$ cat src/rtl/prbs31_test_ctrl.sv
// prbs31_test_ctrl
//   Sequencer and loopback checker for a PRBS31 generator (x^31 + x^28 + 1,
//   shift-left, new bit = b[27]^b[30]). A start request seeds the generator,
//   runs it for burst_len bits (or until stop when burst_len is 0) and checks
//   the looped-back stream with a self-synchronising checker.
//
// Ports
//   clk, rst_n      clock, asynchronous active-low reset
//   start           begin a test (IDLE only)
//   stop            end a test early (LOAD/RUN)
//   burst_len       bits to generate, 0 = continuous
//   seed            generator seed, 0 is replaced by 1
//   rx_bit          looped-back serial bit, sampled every RUN cycle
//   gen_load        one-cycle seed load strobe, gen_seed valid with it
//   gen_en          generator advance enable
//   busy / done     test in progress / one-cycle completion pulse
//   locked          checker synchronised (sticky until next start)
//   err_cnt         mismatches since lock, saturating
//   bit_cnt         RUN cycles elapsed, wraps in continuous mode
module prbs31_test_ctrl #(
  parameter int BURST_W = 16,
  parameter int ERR_W   = 16
) (
  input  logic               clk,
  input  logic               rst_n,
  input  logic               start,
  input  logic               stop,
  input  logic [BURST_W-1:0] burst_len,
  input  logic [30:0]        seed,
  input  logic               rx_bit,
  output logic               gen_load,
  output logic [30:0]        gen_seed,
  output logic               gen_en,
  output logic               busy,
  output logic               done,
  output logic               locked,
  output logic [ERR_W-1:0]   err_cnt,
  output logic [BURST_W-1:0] bit_cnt
);

  typedef enum logic [1:0] {S_IDLE, S_LOAD, S_RUN, S_DONE} state_t;

  state_t             r_state;
  state_t             w_next;
  logic               r_gen_load;
  logic [30:0]        r_gen_seed;
  logic               r_gen_en;
  logic               r_busy;
  logic               r_done;
  logic               r_locked;
  logic [ERR_W-1:0]   r_err;
  logic [BURST_W-1:0] r_bit_cnt;
  logic [30:0]        r_chk;
  logic [4:0]         r_fill;   // samples shifted in, stops at 31
  logic [4:0]         r_match;  // consecutive matches while hunting for lock

  logic               w_start_acc;
  logic               w_run;
  logic               w_last;
  logic               w_mis;
  logic [BURST_W-1:0] w_len_m1;

  assign w_start_acc = (r_state == S_IDLE) && start;
  assign w_run       = (r_state == S_RUN);
  assign w_len_m1    = burst_len - {{(BURST_W-1){1'b0}}, 1'b1};
  // bit_cnt still holds the pre-increment count, so N-1 marks the Nth bit
  assign w_last      = (burst_len != '0) && (r_bit_cnt == w_len_m1);
  assign w_mis       = (r_chk[27] ^ r_chk[30]) ^ rx_bit;

  always_comb begin
    w_next = r_state;
    case (r_state)
      S_IDLE: if (start) w_next = S_LOAD;
      S_LOAD: w_next = stop ? S_DONE : S_RUN;
      S_RUN:  if (stop || w_last) w_next = S_DONE;
      S_DONE: w_next = S_IDLE;
      default: w_next = S_IDLE;
    endcase
  end

  // Outputs are decoded from the next state so they appear registered and
  // aligned with the state they describe.
  always_ff @(posedge clk or negedge rst_n) begin
    if (!rst_n) begin
      r_state    <= S_IDLE;
      r_gen_load <= 1'b0;
      r_gen_en   <= 1'b0;
      r_busy     <= 1'b0;
      r_done     <= 1'b0;
      r_gen_seed <= 31'd1;
    end else begin
      r_state    <= w_next;
      r_gen_load <= (w_next == S_LOAD);
      r_gen_en   <= (w_next == S_RUN);
      r_busy     <= (w_next != S_IDLE);
      r_done     <= (w_next == S_DONE);
      if (w_start_acc) r_gen_seed <= (seed == 31'd0) ? 31'd1 : seed;
    end
  end

  // Checker: fill 31 samples, then require 31 consecutive matches to lock.
  // Once locked, every mismatch counts; a single flipped bit therefore shows
  // up three times (directly, then as tap 27 and tap 30).
  always_ff @(posedge clk or negedge rst_n) begin
    if (!rst_n) begin
      r_chk     <= '0;
      r_fill    <= '0;
      r_match   <= '0;
      r_locked  <= 1'b0;
      r_err     <= '0;
      r_bit_cnt <= '0;
    end else if (w_start_acc) begin
      r_chk     <= '0;
      r_fill    <= '0;
      r_match   <= '0;
      r_locked  <= 1'b0;
      r_err     <= '0;
      r_bit_cnt <= '0;
    end else if (w_run) begin
      r_bit_cnt <= r_bit_cnt + {{(BURST_W-1){1'b0}}, 1'b1};
      r_chk     <= {r_chk[29:0], rx_bit};
      if (r_fill != 5'd31) begin
        r_fill <= r_fill + 5'd1;
      end else if (!r_locked) begin
        if (w_mis)                  r_match  <= '0;
        else if (r_match == 5'd30)  r_locked <= 1'b1;
        else                        r_match  <= r_match + 5'd1;
      end else if (w_mis && (r_err != '1)) begin
        r_err <= r_err + {{(ERR_W-1){1'b0}}, 1'b1};
      end
    end
  end

  assign gen_load = r_gen_load;
  assign gen_seed = r_gen_seed;
  assign gen_en   = r_gen_en;
  assign busy     = r_busy;
  assign done     = r_done;
  assign locked   = r_locked;
  assign err_cnt  = r_err;
  assign bit_cnt  = r_bit_cnt;

endmodule

$ cat config.mk
export PLATFORM = sky130hd
export DESIGN_NAME = prbs31_test_ctrl
export DESIGN_NICKNAME = d
export VERILOG_FILES = /design/src/rtl/prbs31_test_ctrl.sv
export SDC_FILE = /design/constraint.sdc
export NUM_CORES = 1
export LEC_CHECK = 0
export ABC_AREA = 1
export BUFFER_PORTS_ARGS = -buffer_cell sky130_fd_sc_hd__buf_4
export CORE_MARGIN = 2
export CORE_UTILIZATION = 40
export DETAILED_ROUTE_END_ITERATION = 12
export HOLD_SLACK_MARGIN = 0.02
export SYNTH_ARGS = -nofsm -noshare
export SYNTH_HDL_FRONTEND = slang
export SYNTH_SLANG_ARGS = --single-unit
export TNS_END_PERCENT = 50
$ cat constraint.sdc
create_clock -name clk -period 4.5 [get_ports clk]
set_input_delay 0.9 -clock clk [delete_from_list [all_inputs] [get_ports clk]]
set_output_delay 0.9 -clock clk [all_outputs]
set_load 0.005 [all_outputs]
==> results.md <==
- The power consumption is 3.80 mW.
- The net count of the finished layout is between 800 and 900.
- The top cell family by delay on the critical path is simple AND/OR/NAND/NOR gates.
- The count of max-cap constraint violations is 0.
- The cell count of the worst reg-to-reg path is 11.
- The share of layout cells above drive strength 1 is roughly a fifth.
- The count of flip-flops with a built-in enable after synthesis is 0.
- The via total after detailed routing is roughly 5000.
- The worst setup path is captured at a flip-flop.
- Across the VDD grid, the largest voltage drop is 0.275 mV.
- The die width is around 120 um.
- The first routing iteration left between 200 and 250 violations.
- The via count of the first global-routing pass was roughly 5000.
- The relative slew slack is 37.3%.
- The number of primary I/O pins is between 100 and 150.
- The number of input and output port buffers inserted is ~120.
- The power density over the cells is around 540 mW/mm^2.
- Sequential elements use about half of the synthesized area.
- The number of placed instances, taps included is a little under 1000.
- Buffers inserted to repair hold after CTS numbered 0.
- The critical path data arrival time is around 2.6 ns.
- In this run the most critical hold path is launched from gen_seed[0].
- The CTS clock-pin slew for the worst setup and hold paths is around 0.070 ns.
- Relative to the synthesized area, the layout overhead comes to 23.9%.
- The final count of pins violating max slew was 0.
- The count of H-tree levels built during CTS is 3.
- Along the worst hold path, the cell count comes to 2.
- On the worst path, the slowest cell contributes a delay of between 0.4 and 0.5 ns.
- Across the routed clock network, the largest skew measured is 0.0126 ns.
- Global routing used between 10% and 20% of the available tracks across all layers.
- The type of the worst setup path is reg2reg.
- The count of mapped cells out of synthesis is roughly 710.
- The initial utilization of the core area, before any placement, comes to between 40% and 50%.
- The slowest cell on the critical path is sky130_fd_sc_hd__dfrtp_1.
- No sink is reached through more buffers than the 2 on the longest clock path.
- The final weighted congestion in routability-driven placement is around 0.85.
- Counting I/O delays and the setup requirement, the final critical path takes ~2.3 ns.
- The kind of launch point of the worst setup path is a flip-flop.
- The dominant cell by count in the synthesized netlist is sky130_fd_sc_hd__nand2_1.
- Traced cell by cell, the critical path runs through inv_1, ha_1, inv_2, o21ai_0, inv_1, nor2_1, nand2_2, nor3_1, nand3_1, nand2_1, nor2_1.
- The flop-to-flop setup slack is approximately 2.2 ns.
- After the flow finishes, the layout carries non-filler instances totaling between 1000 and 1500.
- The largest net degree at the start of global routing is 78.
- The flow ran to the end, and the final reports show no timing, DRC or antenna violations.
- Sorting the synthesized cells by area gives the leading types as sky130_fd_sc_hd__dfrtp_1 49%, sky130_fd_sc_hd__nand2_1 13%, sky130_fd_sc_hd__o21ai_0 5.4%.
- sky130_fd_sc_hd__dfrtp_1 takes more of the synthesized area than any other cell.
- For the final routed database, the setup TNS stands at 0 ns.
- Based on the critical path, the design can be clocked at up to roughly 430 MHz.
- For the pin with the worst max-slew slack, the measured transition is 0.941 ns.
- The placed wire-length estimate is 9230 um.
- The number of clock sinks seen by CTS is about 110.
- For this run, the number of Yosys warnings is 0.
- The initial antenna violation count is 0.
- The synthesized area per cell is between 7 and 8 um^2.
- After detailed routing, the average wire length per cell comes to roughly 13 um.
- The tightest min-delay check is of the reg2reg type.
- The die covers around 0.015 mm^2.
- The post-detailed-route count of antenna-violating nets is 0.
- The number of clock buffers added by TritonCTS is 9.
- The height of the die is 123 um.
- The standard cell core area is between 0.01 and 0.015 mm^2.
- After synthesis, the most frequently instantiated cells are 193 x sky130_fd_sc_hd__nand2_1, 110 x sky130_fd_sc_hd__dfrtp_1, 75 x sky130_fd_sc_hd__inv_1.
- The first detailed-routing pass took 4 iterations.
- The endpoint identified for the worst register-to-register timing path is err_cnt[7].
- After clock tree synthesis, the setup repair step added 0 buffers.
- The first global-routing pass estimated roughly 22000 um of wire.
- The count of distinct cell types in the synthesized netlist is 38.
- The worst hold slack is roughly 0.49 ns.
- The synthesized netlist occupies a cell area of about 0.0056 mm^2.
- For this run, design rule violations remaining after detail routing come to 0.
- In the synthesized netlist the async set-or-reset flop fraction comes to 100%.
- The antenna diode count is 0.
- Counting every net in the synthesized netlist gives 777.
- The most used flip-flop cell after synthesis is sky130_fd_sc_hd__dfrtp_1.
- The core utilization of the finished layout is around 51%.
- The number of vias per cell after detailed routing is between 4 and 5.
- Global routing finished with a remaining overflow of 0.
- The final setup violation count is 0.
- The number of endpoints with negative hold slack in the final report is 0.
- Counting flops and latches in the post-synthesis netlist gives 111.
- The CTS tree is yes.
- The clock reaches the later pin of the worst-skew pair after ~0.35 ns.
- Setup repair after global routing left no endpoint under its margin.
- Post-CTS repair changed the size of 0 cells.
- The worst hold path terminates at gen_seed[0].
- In this run the worst path has a maximum fanout of 21.
- The final routed wirelength across all metal layers is about 13000 um.
- The reg-to-reg critical path startpoint is r_state[0].
- The required arrival time at the worst endpoint is about 4.7 ns.
- The area share of the leading cell type in the synthesized netlist is 48.8%.
- For this design the static power due to leakage is about 3.5 nW.
- The placement row count is 43.
- The cell at the root of the clock tree is sky130_fd_sc_hd__clkbuf_16.
- The worst path buffer plus inverter count is 3.
- The final clock period utilization by the worst path is about half.
## cell type report
class	count	area, um^2
Timing Repair Buffer	124	931
Clock inverter	6	67.6
Multi-Input combinational cell	502	2460
Tap cell	180	225
Sequential cell	111	2780
Inverter	78	295
Fill cell	1317	6840
Clock buffer	10	229
## through the flow
step	area, um^2	setup WS, ns
6_report	6990	2.18
3_3_place_gp	6690	1.88
2_1_floorplan	5640	2.23
4_1_cts	6990	2.15
3_5_place_dp	6690	1.81
5_1_grt	6990	1.86
## kinds of logic after synthesis
logic type | share of synthesized area, %
buffers and inverters | 7.16
AOI/OAI and AO/OA | 10.8
DFF | 49.3
and+or+nand+nor | 27.5
xor gates and xnor gates | 2.79
adders and majority gates | 2.44
## registers in the layout, indices dropped and copies added (netlist names)
signal	cells
gen_seed	31
gen_en	1
r_match	5
r_fill	5
err_cnt	16
r_state	2
gen_load	1
r_chk	31
busy	1
locked	1
bit_cnt	16
done	1
## cells in the final DEF, fill, tap and decap left out, types with 2 or more instances in the layout
cell / count
sky130_fd_sc_hd__clkinvlp_4: 2
sky130_fd_sc_hd__nand3b_1: 3
sky130_fd_sc_hd__nor4_2: 2
sky130_fd_sc_hd__inv_1: 75
sky130_fd_sc_hd__nand4_1: 7
sky130_fd_sc_hd__xor2_1: 7
sky130_fd_sc_hd__nor4_1: 8
sky130_fd_sc_hd__nor3b_1: 3
sky130_fd_sc_hd__o21ai_0: 61
sky130_fd_sc_hd__dfrtp_1: 110
sky130_fd_sc_hd__nor3_2: 2
sky130_fd_sc_hd__nand2_2: 6
sky130_fd_sc_hd__nor2_1: 64
sky130_fd_sc_hd__inv_2: 2
sky130_fd_sc_hd__nor2_2: 3
sky130_fd_sc_hd__nand2_1: 192
sky130_fd_sc_hd__o31ai_1: 6
sky130_fd_sc_hd__clkbuf_16: 9
sky130_fd_sc_hd__nor3_1: 14
sky130_fd_sc_hd__xnor2_1: 11
sky130_fd_sc_hd__ha_1: 11
sky130_fd_sc_hd__buf_4: 124
sky130_fd_sc_hd__nand3_1: 49
sky130_fd_sc_hd__o21ai_1: 6
sky130_fd_sc_hd__a21oi_1: 36
sky130_fd_sc_hd__inv_6: 2
sky130_fd_sc_hd__a31oi_1: 3
## tightest hold or removal path, delay by kind of cell (launching register included)
| family | cells | cell delay [ns] |
|---|---|---|
| flip-flops | 1 | 0.38 |
| AND/OR/NAND/NOR | 2 | 0.11 |
## layer usage
| metal | wire length, um | up-vias | global-route usage (%) |
|---|---|---|---|
| met3 | 809 | 15 | 4.09 |
| li1 | - | 2535 | - |
| met2 | 5930 | 126 | 29.8 |
| met5 | 0 | - | 0 |
| met1 | 6120 | 2342 | 24.7 |
| met4 | 158 | 0 | 5.60 |
## power by group
part / switching, mW / internal, mW / leakage [nW]
combinational: 0.762 / 0.608 / 1.90
clock: 0.362 / 0.435 / 0.139
sequential: 0.261 / 1.37 / 1.42
## worst max path at each step
stage / startpoint / endpoint / slack, ns / depth (start not counted)
after floorplan: burst_len[0] / gen_load / 2.23 / 16
after global placement: burst_len[0] / done / 1.88 / 17
after detailed placement: burst_len[0] / gen_load / 1.81 / 17
after CTS: r_state[0] / err_cnt[7] / 2.15 / 11
after global routing: burst_len[0] / gen_load / 1.86 / 17
final: r_state[0] / err_cnt[7] / 2.18 / 11
No activity file was read; power rests on OpenSTA's default activity.
